### src/rtl/lfsr_window_counter.sv
// Per-window valid-bit and error counters for the locked state; flags loss of lock.
// loss is combinational on the bit that would bring the error count to LOSS_THRESH.
module lfsr_window_counter #(
  parameter int WINDOW      = 64,
  parameter int LOSS_THRESH = 8
) (
  input  logic clk,
  input  logic reset,
  input  logic en,
  input  logic err,
  input  logic clr,
  output logic loss
);

  localparam int BW = $clog2(WINDOW + 1);
  localparam int EW = $clog2(LOSS_THRESH + 1);

  logic [BW-1:0] bit_cnt;
  logic [EW-1:0] err_cnt;
  logic          window_end;

  assign loss       = en && err && (err_cnt == EW'(LOSS_THRESH - 1));
  assign window_end = en && (bit_cnt == BW'(WINDOW - 1));

  // Loss and window end both restart the window, so their priority only matters to the FSM.
  always_ff @(posedge clk or posedge reset) begin
    if (reset) begin
      bit_cnt <= '0;
      err_cnt <= '0;
    end else if (clr || loss || window_end) begin
      bit_cnt <= '0;
      err_cnt <= '0;
    end else if (en) begin
      bit_cnt <= bit_cnt + BW'(1);
      err_cnt <= err_cnt + EW'(err);
    end
  end

endmodule

### config.mk
export PLATFORM = sky130hd
export DESIGN_NAME = lfsr_window_counter
export DESIGN_NICKNAME = d
export VERILOG_FILES = /design/src/rtl/lfsr_window_counter.sv
export SDC_FILE = /design/constraint.sdc
export NUM_CORES = 1
export LEC_CHECK = 0
export CORE_MARGIN = 10
export CORE_UTILIZATION = 47
export DETAILED_ROUTE_END_ITERATION = 6
export GPL_TIMING_DRIVEN = 0
export MAX_ROUTING_LAYER = met4
export PLACE_DENSITY = 0.7
export SKIP_LAST_GASP = 1
export SYNTH_ARGS = -nofsm -noshare
export SYNTH_HDL_FRONTEND = slang
export SYNTH_SLANG_ARGS = --single-unit
### constraint.sdc
create_clock -name clk -period 1.4 [get_ports clk]
set_input_delay 0.28 -clock clk [delete_from_list [all_inputs] [get_ports clk]]
set_output_delay 0.28 -clock clk [all_outputs]
set_load 0.02 [all_outputs]
==> flow_results.xml <==
<?xml version="1.0" encoding="UTF-8"?>
<metrics>
  <group name="cts">
    <metric name="cts_tree" unit="">yes</metric>
    <metric name="cts.root.buffer_cell" unit="">sky130_fd_sc_hd__clkbuf_4</metric>
    <metric name="worst_skew_pair.late_latency" unit="ps">270</metric>
    <metric name="clk_path_buf_depth" unit="">2</metric>
    <metric name="cts_htree_levels" unit="">1</metric>
    <metric name="cts_sinks" unit="">11</metric>
    <metric name="cts_buffers" unit="">3</metric>
    <metric name="clkTransAtPathRegs" unit="ps">70</metric>
  </group>
  <group name="drt">
    <metric name="top_signal_layer_used" unit="">met4</metric>
    <metric name="dr.pass1.iters" unit="">3</metric>
    <metric name="antenna_left" unit="">0</metric>
    <metric name="vias" unit="">526</metric>
    <metric name="post_drt_via_cell_ratio" unit="">5.54</metric>
    <metric name="total_met2_wirelength_after_detailed_routing" unit="um">781</metric>
    <metric name="drt_drc_violations_left" unit="">0</metric>
    <metric name="route.final.wire_length" unit="um">1580</metric>
    <metric name="wl_per_cell" unit="um">16.6</metric>
    <metric name="wl_met3" unit="um">50</metric>
    <metric name="detail_route.wirelength.met1" unit="um">722</metric>
    <metric name="drtIter0Drc" unit="">14</metric>
  </group>
  <group name="outcome">
    <metric name="outcome" unit="">finished with violations</metric>
    <metric name="failed_checks" unit="">setup timing</metric>
  </group>
  <group name="final_layout">
    <metric name="finish.net_count" unit="">90</metric>
    <metric name="layout.cells.non_filler" unit="">95</metric>
    <metric name="sequential_cell_area" unit="um^2">278</metric>
    <metric name="area_growth_syn_to_layout" unit="%">38.0</metric>
    <metric name="number_of_diodes_added_for_antenna_fixing" unit="">0</metric>
    <metric name="stdcell_area" unit="um^2">846</metric>
    <metric name="final_layout_size_suffix_gt1_frac" unit="">0.370</metric>
    <metric name="fillCellCount" unit="">77</metric>
    <metric name="multi_input_area" unit="um^2">374</metric>
  </group>
  <group name="sta">
    <metric name="min_period_over_period" unit="">1.09</metric>
    <metric name="finalMaxSlewViolations" unit="">0</metric>
    <metric name="timing.final.ws_setup" unit="ps">-131</metric>
    <metric name="final_period_minus_worst_setup_slack" unit="ps">1530</metric>
    <metric name="max-slew-margin-rel" unit="">0.607</metric>
    <metric name="finish_stage_setup_viols" unit="">7</metric>
    <metric name="final_hold_viol_count" unit="">0</metric>
    <metric name="rsz0062_at_grt" unit="">true</metric>
    <metric name="fin_tns_setup" unit="ps">-506</metric>
    <metric name="timing.fmax" unit="MHz">653</metric>
    <metric name="worst_slew_pin_slew" unit="ps">588</metric>
    <metric name="fin_worst_skew" unit="ps">5.32</metric>
  </group>
  <group name="worst_setup_path">
    <metric name="ff2ff_setup_slack" unit="ps">-130</metric>
    <metric name="critPathCaptureType" unit="">flop</metric>
    <metric name="crit_arrival" unit="ps">1730</metric>
    <metric name="crit_required" unit="ps">1600</metric>
    <metric name="number_of_cells_on_the_worst_reg_to_reg_path" unit="">5</metric>
    <metric name="critical_register_to_register_path_endpoint" unit="">bit_cnt[5]</metric>
    <metric name="critical_path_peak_fanout" unit="">3</metric>
    <metric name="crit_type" unit="">flop to flop</metric>
    <metric name="critPathLaunchType" unit="">flop</metric>
    <metric name="worst_r2r_startpoint" unit="">bit_cnt[0]</metric>
  </group>
  <group name="worst_hold_path">
    <metric name="hp_class" unit="">input port to async pin</metric>
  </group>
  <group name="synthesis">
    <metric name="mappedNetlistArea" unit="um^2">613</metric>
    <metric name="synth.largest_area_cell" unit="">sky130_fd_sc_hd__dfrtp_1</metric>
    <metric name="async_reset_ff_frac" unit="">1.00</metric>
    <metric name="fraction_of_synthesized_cell_area_taken_by_the_top_area_cell_type" unit="">0.449</metric>
    <metric name="number_of_enable_type_register_cells_in_the_synthesized_netlist" unit="">0</metric>
    <metric name="avgSynthCellArea" unit="um^2">10.2</metric>
    <metric name="syn_inst" unit="">60</metric>
    <metric name="synth_ff_type" unit="">sky130_fd_sc_hd__dfrtp_1</metric>
    <metric name="synth.net_count" unit="">68</metric>
    <metric name="number_of_warnings_reported_in_the_yosys_synthesis_log" unit="">0</metric>
    <metric name="ys_seq_area_frac" unit="">0.449</metric>
    <metric name="synth_seq_cells" unit="">11</metric>
    <metric name="netlist-cell-type-count" unit="">26</metric>
    <metric name="synthTopCellsByArea" unit="">sky130_fd_sc_hd__dfrtp_1, sky130_fd_sc_hd__ha_1, sky130_fd_sc_hd__nand2_1</metric>
  </group>
  <group name="power_and_ir_drop">
    <metric name="vdd_drop_max" unit="uV">586</metric>
    <metric name="cellLeakagePower" unit="nW">0.357</metric>
    <metric name="cellPowerDensity" unit="nW/um^2">754</metric>
  </group>
  <group name="grt">
    <metric name="antenna_found_initial" unit="">0</metric>
    <metric name="grtUsageTotal" unit="">0.0964</metric>
    <metric name="global_route_wire_length_before_repair" unit="um">2310</metric>
    <metric name="globalRoute.totalOverflow" unit="">0</metric>
    <metric name="grt_pass1_vias" unit="">468</metric>
    <metric name="pin_count_of_the_biggest_net_entering_global_routing" unit="">12</metric>
  </group>
  <group name="placement">
    <metric name="routabilityCongestion" unit="">0.720</metric>
    <metric name="numPlacedInstances" unit="">79</metric>
    <metric name="dp_worst_setup_slack" unit="ps">-726</metric>
    <metric name="detailed_place.area" unit="um^2">691</metric>
    <metric name="buffer_ports.inserted" unit="">5</metric>
    <metric name="dp_hpwl" unit="um">875</metric>
  </group>
  <group name="floorplanning">
    <metric name="placementRows" unit="">12</metric>
    <metric name="core_area" unit="um^2">1170</metric>
    <metric name="ios" unit="">6</metric>
    <metric name="die-height" unit="um">56.1</metric>
    <metric name="overall_die_width" unit="um">56.1</metric>
    <metric name="die_area" unit="um^2">3150</metric>
    <metric name="initial_core_util" unit="">0.524</metric>
  </group>
  <group name="run">
    <metric name="maxCapViolations" unit="">0</metric>
  </group>
</metrics>
==> metal layers <==
layer,track usage,up-vias
met3,0.0478,4
met1,0.107,255
met4,0.0307,0
met2,0.146,5
li1,-,262
met5,-,-
==> cell usage after synthesis (2+ instances only) <==
cell type / number
sky130_fd_sc_hd__inv_1: 2
sky130_fd_sc_hd__ha_1: 3
sky130_fd_sc_hd__or4_1: 3
sky130_fd_sc_hd__nand2b_1: 2
sky130_fd_sc_hd__nor2_1: 4
sky130_fd_sc_hd__nand3_2: 2
sky130_fd_sc_hd__nand2_1: 10
sky130_fd_sc_hd__xor2_1: 2
sky130_fd_sc_hd__a22o_1: 3
sky130_fd_sc_hd__dfrtp_1: 11
sky130_fd_sc_hd__o21ai_0: 3
==> per-stage QoR <==
step | utilization | hold slack [ps] | total power [mW]
6_report | 0.722 | 300 | 0.637
5_1_grt | 0.722 | 324 | 0.675
4_1_cts | 0.677 | 304 | 0.629
3_5_place_dp | 0.590 | 531 | 0.399
3_3_place_gp | 0.590 | 519 | 0.400
2_1_floorplan | - | 132 | 0.374
==> cell families after synthesis <==
kind of cell | after synthesis | synth area share
simple gates | 28 | 0.251
xor+xnor | 2 | 0.0286
fa+ha+maj | 3 | 0.0612
buf+inv | 2 | 0.0122
compound gates | 14 | 0.198
flops | 11 | 0.449
==> worst max-delay path by stage <==
stage,endpoint,slack [ps],from
2_1_floorplan,bit_cnt[5],10,bit_cnt[2]
3_3_place_gp,loss,-720,en
3_5_place_dp,loss,-730,en
4_1_cts,loss,-80,err
5_1_grt,bit_cnt[3],-180,bit_cnt[0]
6_report,bit_cnt[5],-130,bit_cnt[0]
==> layout make-up <==
type,instances,share of cell area
multi-input combinational,47,0.442
sequential,11,0.328
timing repair buffer,17,0.169
clock buffer,4,0.0311
tap,14,0.0207
inverter,2,0.00888
==> report_power, final <==
| group | switching [mW] | internal [mW] |
|---|---|---|
| Clock | 0.105 | 0.111 |
| Combinational | 0.0416 | 0.0430 |
| Sequential | 0.0102 | 0.327 |
==> critical path, cell delays in order (launching register included) <==
cell and delay, ps:
sky130_fd_sc_hd__dfrtp_2 400, sky130_fd_sc_hd__buf_4 120, sky130_fd_sc_hd__nand3_2 80, sky130_fd_sc_hd__or2_1 240, sky130_fd_sc_hd__or4_1 540, sky130_fd_sc_hd__o211ai_2 80
==> registers in the layout (all words and copies together) (netlist names) <==
register and flops:
err_cnt 4, bit_cnt 7
==> placed cells by master, fill, tap and decap left out, drive strengths merged, types with 3 or more instances in the layout <==
cell type	count
ha	3
clkbuf	4
buf	13
or4	3
a22o	3
dfrtp	11
nand2	10
nor2	4
o21ai	4
nand3	3
==> what timing repair did <==
action / 4_1_cts / 5_1_grt
gates cloned: 0 / 0
resized for setup: 12 / 6
endpoints found under the setup margin: 11 / 11
hold buffers: 0 / 0
pin swaps: 5 / 6
setup buffers: 7 / 5
Note: power is estimated with default switching activity, not from simulation.
